**src/rtl/pll_lock_supervisor.sv**
```systemverilog
// PLL lock supervisor: pulses the PLL reset, waits for lock with timeout and bounded retry,
// debounces lock, then releases downstream domain resets one at a time in ascending order.
module pll_lock_supervisor #(
  parameter int unsigned NUM_CH           = 3,
  parameter int unsigned PLL_RST_CYC      = 16,
  parameter int unsigned LOCK_TIMEOUT_CYC = 65536,
  parameter int unsigned LOCK_STABLE_CYC  = 1024,
  parameter int unsigned STAGGER_CYC      = 256,
  parameter int unsigned MAX_RETRY        = 3,
  parameter int unsigned CNT_W            = 17
) (
  input  logic              sys_clk,
  input  logic              sys_rst_n,
  input  logic              pll_lock,
  input  logic              relock_req,
  output logic              pll_rst,
  output logic [NUM_CH-1:0] rst_ch_n,
  output logic              all_ready,
  output logic              fail,
  output logic [3:0]        retry_cnt
);

  localparam int unsigned IDX_W = (NUM_CH > 1) ? $clog2(NUM_CH) : 1;

  localparam logic [CNT_W-1:0] RstLast     = CNT_W'(PLL_RST_CYC - 1);
  localparam logic [CNT_W-1:0] TimeoutLast = CNT_W'(LOCK_TIMEOUT_CYC - 1);
  localparam logic [CNT_W-1:0] StableLast  = CNT_W'(LOCK_STABLE_CYC - 1);
  localparam logic [CNT_W-1:0] StaggerLast = CNT_W'(STAGGER_CYC - 1);
  localparam logic [IDX_W-1:0] IdxLast     = IDX_W'(NUM_CH - 1);
  localparam logic [3:0]       RetryMax    = 4'(MAX_RETRY);

  typedef enum logic [2:0] {
    StPllRst,
    StWaitLock,
    StStable,
    StRelease,
    StRun,
    StFail
  } state_e;

  state_e           state_q;
  logic [CNT_W-1:0] cnt_q;
  logic [CNT_W-1:0] cnt_inc;
  logic [IDX_W-1:0] idx_q;
  logic             lock_meta_q;
  logic             lock_s_q;
  logic             lock_lost;

  // pll_lock is asynchronous to sys_clk; its 2-cycle latency is part of the debounce window.
  always_ff @(posedge sys_clk) begin
    if (!sys_rst_n) begin
      lock_meta_q <= 1'b0;
      lock_s_q    <= 1'b0;
    end else begin
      lock_meta_q <= pll_lock;
      lock_s_q    <= lock_meta_q;
    end
  end

  // Saturating increment: the only wrap is the explicit one in StRelease.
  assign cnt_inc   = (&cnt_q) ? cnt_q : cnt_q + CNT_W'(1);
  assign lock_lost = ((state_q == StRelease) || (state_q == StRun)) && !lock_s_q;

  always_ff @(posedge sys_clk) begin
    if (!sys_rst_n) begin
      state_q   <= StPllRst;
      cnt_q     <= '0;
      idx_q     <= '0;
      pll_rst   <= 1'b1;
      rst_ch_n  <= '0;
      all_ready <= 1'b0;
      fail      <= 1'b0;
      retry_cnt <= '0;
    end else if (relock_req || lock_lost) begin
      // A forced relock and a lock loss once channels are live both restart from scratch.
      state_q   <= StPllRst;
      cnt_q     <= '0;
      idx_q     <= '0;
      pll_rst   <= 1'b1;
      rst_ch_n  <= '0;
      all_ready <= 1'b0;
      fail      <= 1'b0;
      retry_cnt <= '0;
    end else begin
      case (state_q)
        StPllRst: begin
          if (cnt_q == RstLast) begin
            state_q <= StWaitLock;
            cnt_q   <= '0;
            pll_rst <= 1'b0;
          end else begin
            cnt_q <= cnt_inc;
          end
        end

        StWaitLock: begin
          if (lock_s_q) begin
            state_q <= StStable;
            cnt_q   <= '0;
          end else if (cnt_q == TimeoutLast) begin
            cnt_q   <= '0;
            pll_rst <= 1'b1;
            if (retry_cnt < RetryMax) begin
              state_q   <= StPllRst;
              retry_cnt <= retry_cnt + 4'd1;
            end else begin
              state_q <= StFail;
              fail    <= 1'b1;
            end
          end else begin
            cnt_q <= cnt_inc;
          end
        end

        StStable: begin
          if (!lock_s_q) begin
            // Any dropout demands a fresh run of consecutive lock cycles and a fresh timeout.
            state_q <= StWaitLock;
            cnt_q   <= '0;
          end else if (cnt_q == StableLast) begin
            state_q <= StRelease;
            cnt_q   <= '0;
            idx_q   <= '0;
          end else begin
            cnt_q <= cnt_inc;
          end
        end

        StRelease: begin
          if (cnt_q == StaggerLast) begin
            cnt_q <= '0;
            for (int unsigned k = 0; k < NUM_CH; k++) begin
              if (idx_q == IDX_W'(k)) begin
                rst_ch_n[k] <= 1'b1;
              end
            end
            if (idx_q == IdxLast) begin
              state_q   <= StRun;
              all_ready <= 1'b1;
            end else begin
              idx_q <= idx_q + IDX_W'(1);
            end
          end else begin
            cnt_q <= cnt_inc;
          end
        end

        StRun: begin
          state_q <= StRun;
        end

        StFail: begin
          pll_rst  <= 1'b1;
          rst_ch_n <= '0;
          fail     <= 1'b1;
        end

        default: begin
          state_q   <= StPllRst;
          cnt_q     <= '0;
          idx_q     <= '0;
          pll_rst   <= 1'b1;
          rst_ch_n  <= '0;
          all_ready <= 1'b0;
        end
      endcase
    end
  end

endmodule

```
**config.mk**
```make
export PLATFORM = sky130hd
export DESIGN_NAME = pll_lock_supervisor
export DESIGN_NICKNAME = d
export VERILOG_FILES = /design/src/rtl/pll_lock_supervisor.sv
export SDC_FILE = /design/constraint.sdc
export NUM_CORES = 1
export LEC_CHECK = 0
export ABC_AREA = 1
export BUFFER_PORTS_ARGS = -buffer_cell sky130_fd_sc_hd__clkbuf_2
export CAP_MARGIN = 5
export CORE_MARGIN = 10
export CORE_UTILIZATION = 40
export CTS_CLUSTER_DIAMETER = 80
export DETAILED_ROUTE_END_ITERATION = 10
export MAX_ROUTING_LAYER = met4
export SETUP_SLACK_MARGIN = 0.15
export SYNTH_ARGS = -nofsm -noshare
export SYNTH_HDL_FRONTEND = slang
export SYNTH_SLANG_ARGS = --single-unit
```
**constraint.sdc**
```tcl
create_clock -name sys_clk -period 3.7 [get_ports sys_clk]
set_input_delay 0.185 -clock sys_clk [delete_from_list [all_inputs] [get_ports sys_clk]]
set_output_delay 0.185 -clock sys_clk [all_outputs]
set_load 0.05 [all_outputs]
```
==> summary.md, run 1 <==
| Metric | Value |
|---|---|
| GRT Max-Usage Layer | `met2` |
| Port bufs | `13` |
| Setup Skew | `0.00715 ns` |
| Max-cap violations | `0` |
| Outcome | `finished clean` |
| Setup crit end | `rst_ch_n[0]` |
| Worst r2r src | `state_q[0]` |
| Critical path class | `reg -> reg` |
| Setup TNS | `0 ns` |
| DRC | `0` |
| Post-route ant nets | `0` |
| R2r worst-path depth | `9` |
| Top-count cell post-synth | `nand2_1` |
| Drt total wl | `4.66 mm` |
| Synth top area share | `0.329` |
| Min-Delay Path Class | `in -> reg` |
| Die Span Y | `91.9 um` |
| First-pass GRT wire length | `8.01 mm` |
| Detailed Place HPWL | `3.46 mm` |
| Worst slew pin tran | `0.845 ns` |
| Mapped Area | `0.00207 sq mm` |
| Routability Congestion | `0.876` |
| I/O pin cnt | `14` |
| Average wire per standard cell | `11.5 um` |
| GR Util met2 | `0.164` |
| CTS tree | `built` |
| DIE AREA | `0.00845 sq mm` |
| Area Growth Syn to Fin | `9.50%` |
| Vias in the first global route | `1,739` |
| Row cnt | `26` |
| Ys flop type | `dfxtp_1` |
| EDFF count, synth | `0` |
| First drt pass iteration count | `4` |
| R2R Setup Slk | `1.52 ns` |
| Htree depth | `2` |
| Total gr overflow | `0` |
| CP Capture Type | `register` |
| Clk root buf | `clkbuf_8` |
| Proportion of layout cells with a drive suffix above 1 | `0.125` |
| Pwr/cell area | `287 mW/mm^2` |
| Sequential area share after synthesis | `0.329` |
| Max Clk Rate | `458 MHz` |
| Cell count after synthesis | `321` |
| Slew Limit Fails | `0` |
| ANT cells | `0` |
| Required time worst endpoint | `3.88 ns` |
| Lkg Pwr | `0.908 nW` |
| Avg Cell Area, Syn | `6.44 sq um` |
| Vias | `1,915` |
| Finish-stage setup viols | `0` |
| Maximum VDD drop | `0.000179 V` |
| All-Layer GR Usage | `0.116` |
| Synth Warn # | `0` |
| Storage cell area | `681 sq um` |
| FF+latch count, synth | `34` |
| CP Launch Point | `state_q[0]` |
| Cts hold-fix bufs | `0` |
| RSZ-0062 raised after global routing | `no` |
| Post-place setup slack | `1.51 ns` |
| Post-synth cell types | `25` |
| Drt via density | `4.73` |
| Clock latency on the worst-skew pair | `0.29 ns` |
| Slew headroom | `0.436` |
| Area of the multi-input gates | `0.00122 sq mm` |
| Crit share post-route | `0.590` |
| Postcts setup bufs | `0` |
| Cell taking the most area after synthesis | `dfxtp_1` |
| Met3 Use GR | `0.0310` |
| Startpoint class of the critical path | `register` |
| Post_cts resized | `0` |
| Critical-path maximum fanout | `23` |
| Total CTS buffers | `5` |
| Clk slew on worst S/H paths | `0.07 ns` |
| Layout net count | `344` |
| Starting Density | `0.408` |
| # clock sinks | `34` |
| Synth async-reset ratio | `0` |
| Synth top area cells | `dfxtp_1, nand2_1, nor2_1` |
| Fin worst setup slack | `1.52 ns` |
| Area of the core | `0.00507 sq mm` |
| Largest net degree at the start of global routing | `24` |
| DIE WIDTH | `91.9 um` |
| Max clock buf depth | `2` |
| GR Layer Usage met1 | `0.156` |
| Min Tclk post-route | `2.18 ns` |
| Initial DRC count | `96` |
| Filler Cells Inserted | `562` |
| RR Endpoint | `rst_ch_n[0]` |
| Final hold vios | `0` |
| Syn nets | `330` |
| Post-synth top cells | `nand2_1, nor2_1, dfxtp_1` |
| Initial antenna violation count | `0` |
| Worst path arrival time | `2.37 ns` |
==> worst min path at each step <==
| stage | startpoint | endpoint | slack [ns] | cells after the start |
|---|---|---|---|---|
| 2_1_floorplan | sys_rst_n | lock_meta_q | 0.28 | 2 |
| 3_3_place_gp | pll_lock | lock_meta_q | 0.37 | 3 |
| 3_5_place_dp | pll_lock | lock_meta_q | 0.38 | 3 |
| 4_1_cts | pll_lock | lock_meta_q | 0.08 | 3 |
| 5_1_grt | pll_lock | lock_meta_q | 0.10 | 3 |
| 6_report | pll_lock | lock_meta_q | 0.08 | 3 |
==> kinds of logic (layout without fill, tap and decap cells) <==
group,count (synthesis),in the layout,share of synthesized area
compound gates,41,41,0.103
simple gates,188,188,0.407
xor+xnor,12,12,0.0508
buf+inv,41,55,0.0805
fa+ha+maj,5,5,0.0302
flops,34,34,0.329
==> power by group <==
part | internal, mW | switching, mW | leakage [nW]
Sequential | 0.368 | 0.00218 | 0.275
Combinational | 0.00443 | 0.0102 | 0.590
Clock | 0.126 | 0.138 | 0.0438
Total | 0.499 | 0.151 | 0.908
==> registers in the layout, summed over array words and instances (netlist names), 2 cells and up <==
| signal | count |
|---|---|
| idx_q | 2 |
| cnt_q | 17 |
| rst_ch_n | 3 |
| retry_cnt | 4 |
| state_q | 3 |
==> critical path: stages, from the launching register on <==
cell and delay (ns):
dfxtp_1 0.40, inv_2 0.04, nor2_1 0.14, nand2_2 0.12
a21oi_1 0.14, nor2_1 0.05, nand2_1 0.62, inv_1 0.32
nand2_1 0.20, a21oi_1 0.05
==> through the flow <==
step                      instances  hold WS [ns]  utilization  cell area (sq um)  total power, mW
after floorplan                 321         0.278            -               2070            0.388
after global placement          398         0.368        0.431               2190            0.393
after detailed placement        398         0.378        0.431               2190            0.393
after CTS                       405        0.0775        0.446               2260            0.655
after global routing            405         0.104        0.446               2260            0.677
final                           405        0.0817        0.446               2260            0.649
==> routing by layer <==
layer | part of all wire | vias up
li1 | - | 1045
met1 | 0.55 | 836
met2 | 0.40 | 28
met3 | 0.036 | 6
met4 | 0.011 | 0
met5 | 0 | -
==> cell type report <==
cell class	count	area share
clock inverters	2	0.00442
multi-input cells	246	0.539
repair buffers	13	0.0287
inverters	35	0.0580
clock buffers	5	0.0304
well taps	70	0.0387
flip-flops and latches	34	0.301
==> cell usage in the layout (no fill, tap or decap), drive strengths merged <==
cell type  count
dfxtp         34
ha             5
nand3         24
xor2          11
clkbuf        18
a21oi         29
nand3b         1
nor3           9
clkinv         3
nand4          3
nand2        101
o21ai          9
inv           34
xnor2          1
nor2          50
o211ai         3
Note: power is estimated with default switching activity, not from simulation.
==> inputs of run 2 (changes only) <==
clock period = 1.82 ns   (was 3.7 ns; I/O delays follow)
==> summary.md, run 2 (synthesis gave the netlist of run 1 again) <==
| Metric | Value |
|---|---|
| Port bufs | `13 (unchanged)` |
| All-Layer GR Usage | `0.136 (+0.0202)` |
| Htree depth | `2 (unchanged)` |
| Setup Skew | `0.00626 ns (-0.000891 ns)` |
| Detailed Place HPWL | `3.68 mm (+6.1%)` |
| GRT Max-Usage Layer | `met2` |
| Drt total wl | `5.50 mm (+18%)` |
| CP Capture Type | `register` |
| First drt pass iteration count | `4 (unchanged)` |
| Startpoint class of the critical path | `register` |
| # clock sinks | `34 (unchanged)` |
| Clk slew on worst S/H paths | `0.07 ns (about the same)` |
| Required time worst endpoint | `2.01 ns (-1.87 ns)` |
| Min Tclk post-route | `1.66 ns (-0.523 ns)` |
| Final hold vios | `0 (unchanged)` |
| GR Util met2 | `0.208 (+0.0441)` |
| DIE WIDTH | `91.9 um (unchanged)` |
| Maximum VDD drop | `0.000347 V (+93%)` |
| Die Span Y | `91.9 um (unchanged)` |
| Crit share post-route | `0.913 (+0.322)` |
| RSZ-0062 raised after global routing | `yes` |
| DRC | `0 (unchanged)` |
| Hold Crit Start | `sys_rst_n` |
| Initial DRC count | `159 (+66%)` |
| Max-cap violations | `0 (unchanged)` |
| Slew headroom | `0.716 (+0.280)` |
| Final Util | `0.516 (+0.0693)` |
| Finish-stage setup viols | `0 (unchanged)` |
| RR Endpoint | `cnt_q[12]` |
| Worst r2r src | `cnt_q[1]` |
| I/O pin cnt | `14 (unchanged)` |
| Slew Limit Fails | `0 (unchanged)` |
| Most common cell after layout, fill and taps aside | `nand2_1` |
| Max clock buf depth | `2 (unchanged)` |
| Outcome | `finished clean` |
| Vias | `2,131 (+11%)` |
| Total gr overflow | `0 (unchanged)` |
| Top reg by flops | `cnt_q` |
| Met3 Use GR | `0.0375 (+0.00652)` |
| Max Clk Rate | `602 MHz (+31%)` |
| Vias in the first global route | `2,021 (+16%)` |
| Area Growth Syn to Fin | `26.5%` |
| Filler Cells Inserted | `537 (-4.4%)` |
| Proportion of layout cells with a drive suffix above 1 | `0.285 (+0.160)` |
| Total CTS buffers | `5 (unchanged)` |
| Min-Delay Path Class | `in -> reg` |
| GR Layer Usage met1 | `0.167 (+0.0108)` |
| Post-route ant nets | `0 (unchanged)` |
| Drt via density | `4.94 (+4.6%)` |
| Area of the core | `0.00507 sq mm (unchanged)` |
| Pwr/cell area | `513 mW/mm^2 (+79%)` |
| Starting Density | `0.408 (unchanged)` |
| Initial antenna violation count | `0 (unchanged)` |
| R2r worst-path depth | `12 (+3)` |
| Commonest cells after routing, fill and taps aside | `nand2_1, nor2_1, inv_1, a21oi_1, buf_4` |
| CTS tree | `built` |
| First-pass GRT wire length | `9.43 mm (+18%)` |
| Post-place setup slack | `0.00448 ns (-1.51 ns)` |
| Critical path class | `reg -> reg` |
| Largest regs | `cnt_q: 17 flops, retry_cnt: 4 flops` |
| Average wire per standard cell | `12.8 um (+11%)` |
| Design Power | `1.34 mW (+110%)` |
| R2R Setup Slk | `0.16 ns (-1.36 ns)` |
| ANT cells | `0 (unchanged)` |
| Routability Congestion | `0.845 (-3.5%)` |
| Row cnt | `26 (unchanged)` |
| Critical-path maximum fanout | `4 (-83%)` |
| Largest net degree at the start of global routing | `18 (-25%)` |
| Clk root buf | `clkbuf_8` |
| Lkg Pwr | `1.04 nW (+14%)` |
| Worst Hold Depth | `3 (unchanged)` |
| Setup TNS | `0 ns (unchanged)` |
| Clock latency on the worst-skew pair | `0.29 ns (about the same)` |
| Hold worst-path end | `lock_s_q` |
| Worst path arrival time | `1.85 ns (-0.52 ns)` |
| Fin worst setup slack | `0.159 ns (-1.36 ns)` |
| Layout net count | `370 (+7.6%)` |
| Largest register FFs | `17 (unchanged)` |
| DIE AREA | `0.00845 sq mm (unchanged)` |
| Worst slew pin tran | `0.423 ns (-0.421 ns)` |
==> run 2: cell count changes in the layout (fill, tap and decap cells not counted), sizes merged <==
cell | previous run | this run
buf | 0 | 24
clkinv | 3 | 0
clkinvlp | 0 | 2
nand4 | 3 | 4
dlygate4sd3 | 0 | 1
clkbuf | 18 | 19
==> run 2: timing repair <==
| action | in CTS | in global routing |
|---|---|---|
| hold buffers | 1 | 0 |
| resized for setup | 15 | 33 |
| cloned | 1 | 0 |
| endpoints found under the hold margin | 1 | 0 |
| buffers inserted | 7 | 5 |
| pin swaps | 9 | 13 |
| endpoints found under the setup margin | 21 | 29 |
==> run 2: final cells by class <==
class	count	area [sq um]	share of cell area
timing repair buffer	38	255	0.0976
clock buffer	6	72.6	0.0277
multi-input combinational	247	1360	0.521
sequential	34	694	0.265
clock inverter	1	7.51	0.00287
tap	70	87.6	0.0335
inverter	35	135	0.0517
==> run 2: critical path, stage by stage (launching register included) <==
cell	delay, ns
dfxtp_2	0.34
ha_4	0.17
nand2_2	0.10
nor2_4	0.04
buf_4	0.12
buf_4	0.12
buf_4	0.12
buf_4	0.12
nand3_1	0.09
xor2_1	0.14
nand2_1	0.06
nand2_1	0.06
a21oi_1	0.06
==> run 2: where the power goes <==
group | total [mW] | switching [mW] | internal, mW
logic | 0.0425 | 0.0249 | 0.0177
registers | 0.752 | 0.00382 | 0.748
clock network | 0.547 | 0.285 | 0.262
total | 1.34 | 0.314 | 1.03
==> run 2: worst max-delay path by stage <==
stage | start | endpoint | slack [ns] | depth (start not counted)
floorplan | cnt_q[0] | cnt_q[8] | 0.18 | 11
global placement | cnt_q[1] | cnt_q[14] | 0.04 | 10
detailed placement | cnt_q[1] | cnt_q[5] | 0.004 | 10
CTS | cnt_q[1] | cnt_q[11] | 0.14 | 10
global route | cnt_q[13] | pll_rst | 0.002 | 9
finish | cnt_q[1] | cnt_q[12] | 0.16 | 12
==> run 2: per-layer routing <==
layer	up-vias	part of all wire
met5	-	0
met4	0	0.014
met3	7	0.063
met2	55	0.45
met1	969	0.47
li1	1100	-
==> run 2: stage by stage <==
| stage | instances | cell area (sq um) | hold slack [ns] |
|---|---|---|---|
| final | 431 | 2620 | 0.00155 |
| after global routing | 431 | 2620 | 0.0116 |
| after CTS | 426 | 2490 | 0.00254 |
| after detailed placement | 410 | 2280 | 0.279 |
| after global placement | 410 | 2280 | 0.277 |
| after floorplan | 321 | 2070 | 0.184 |
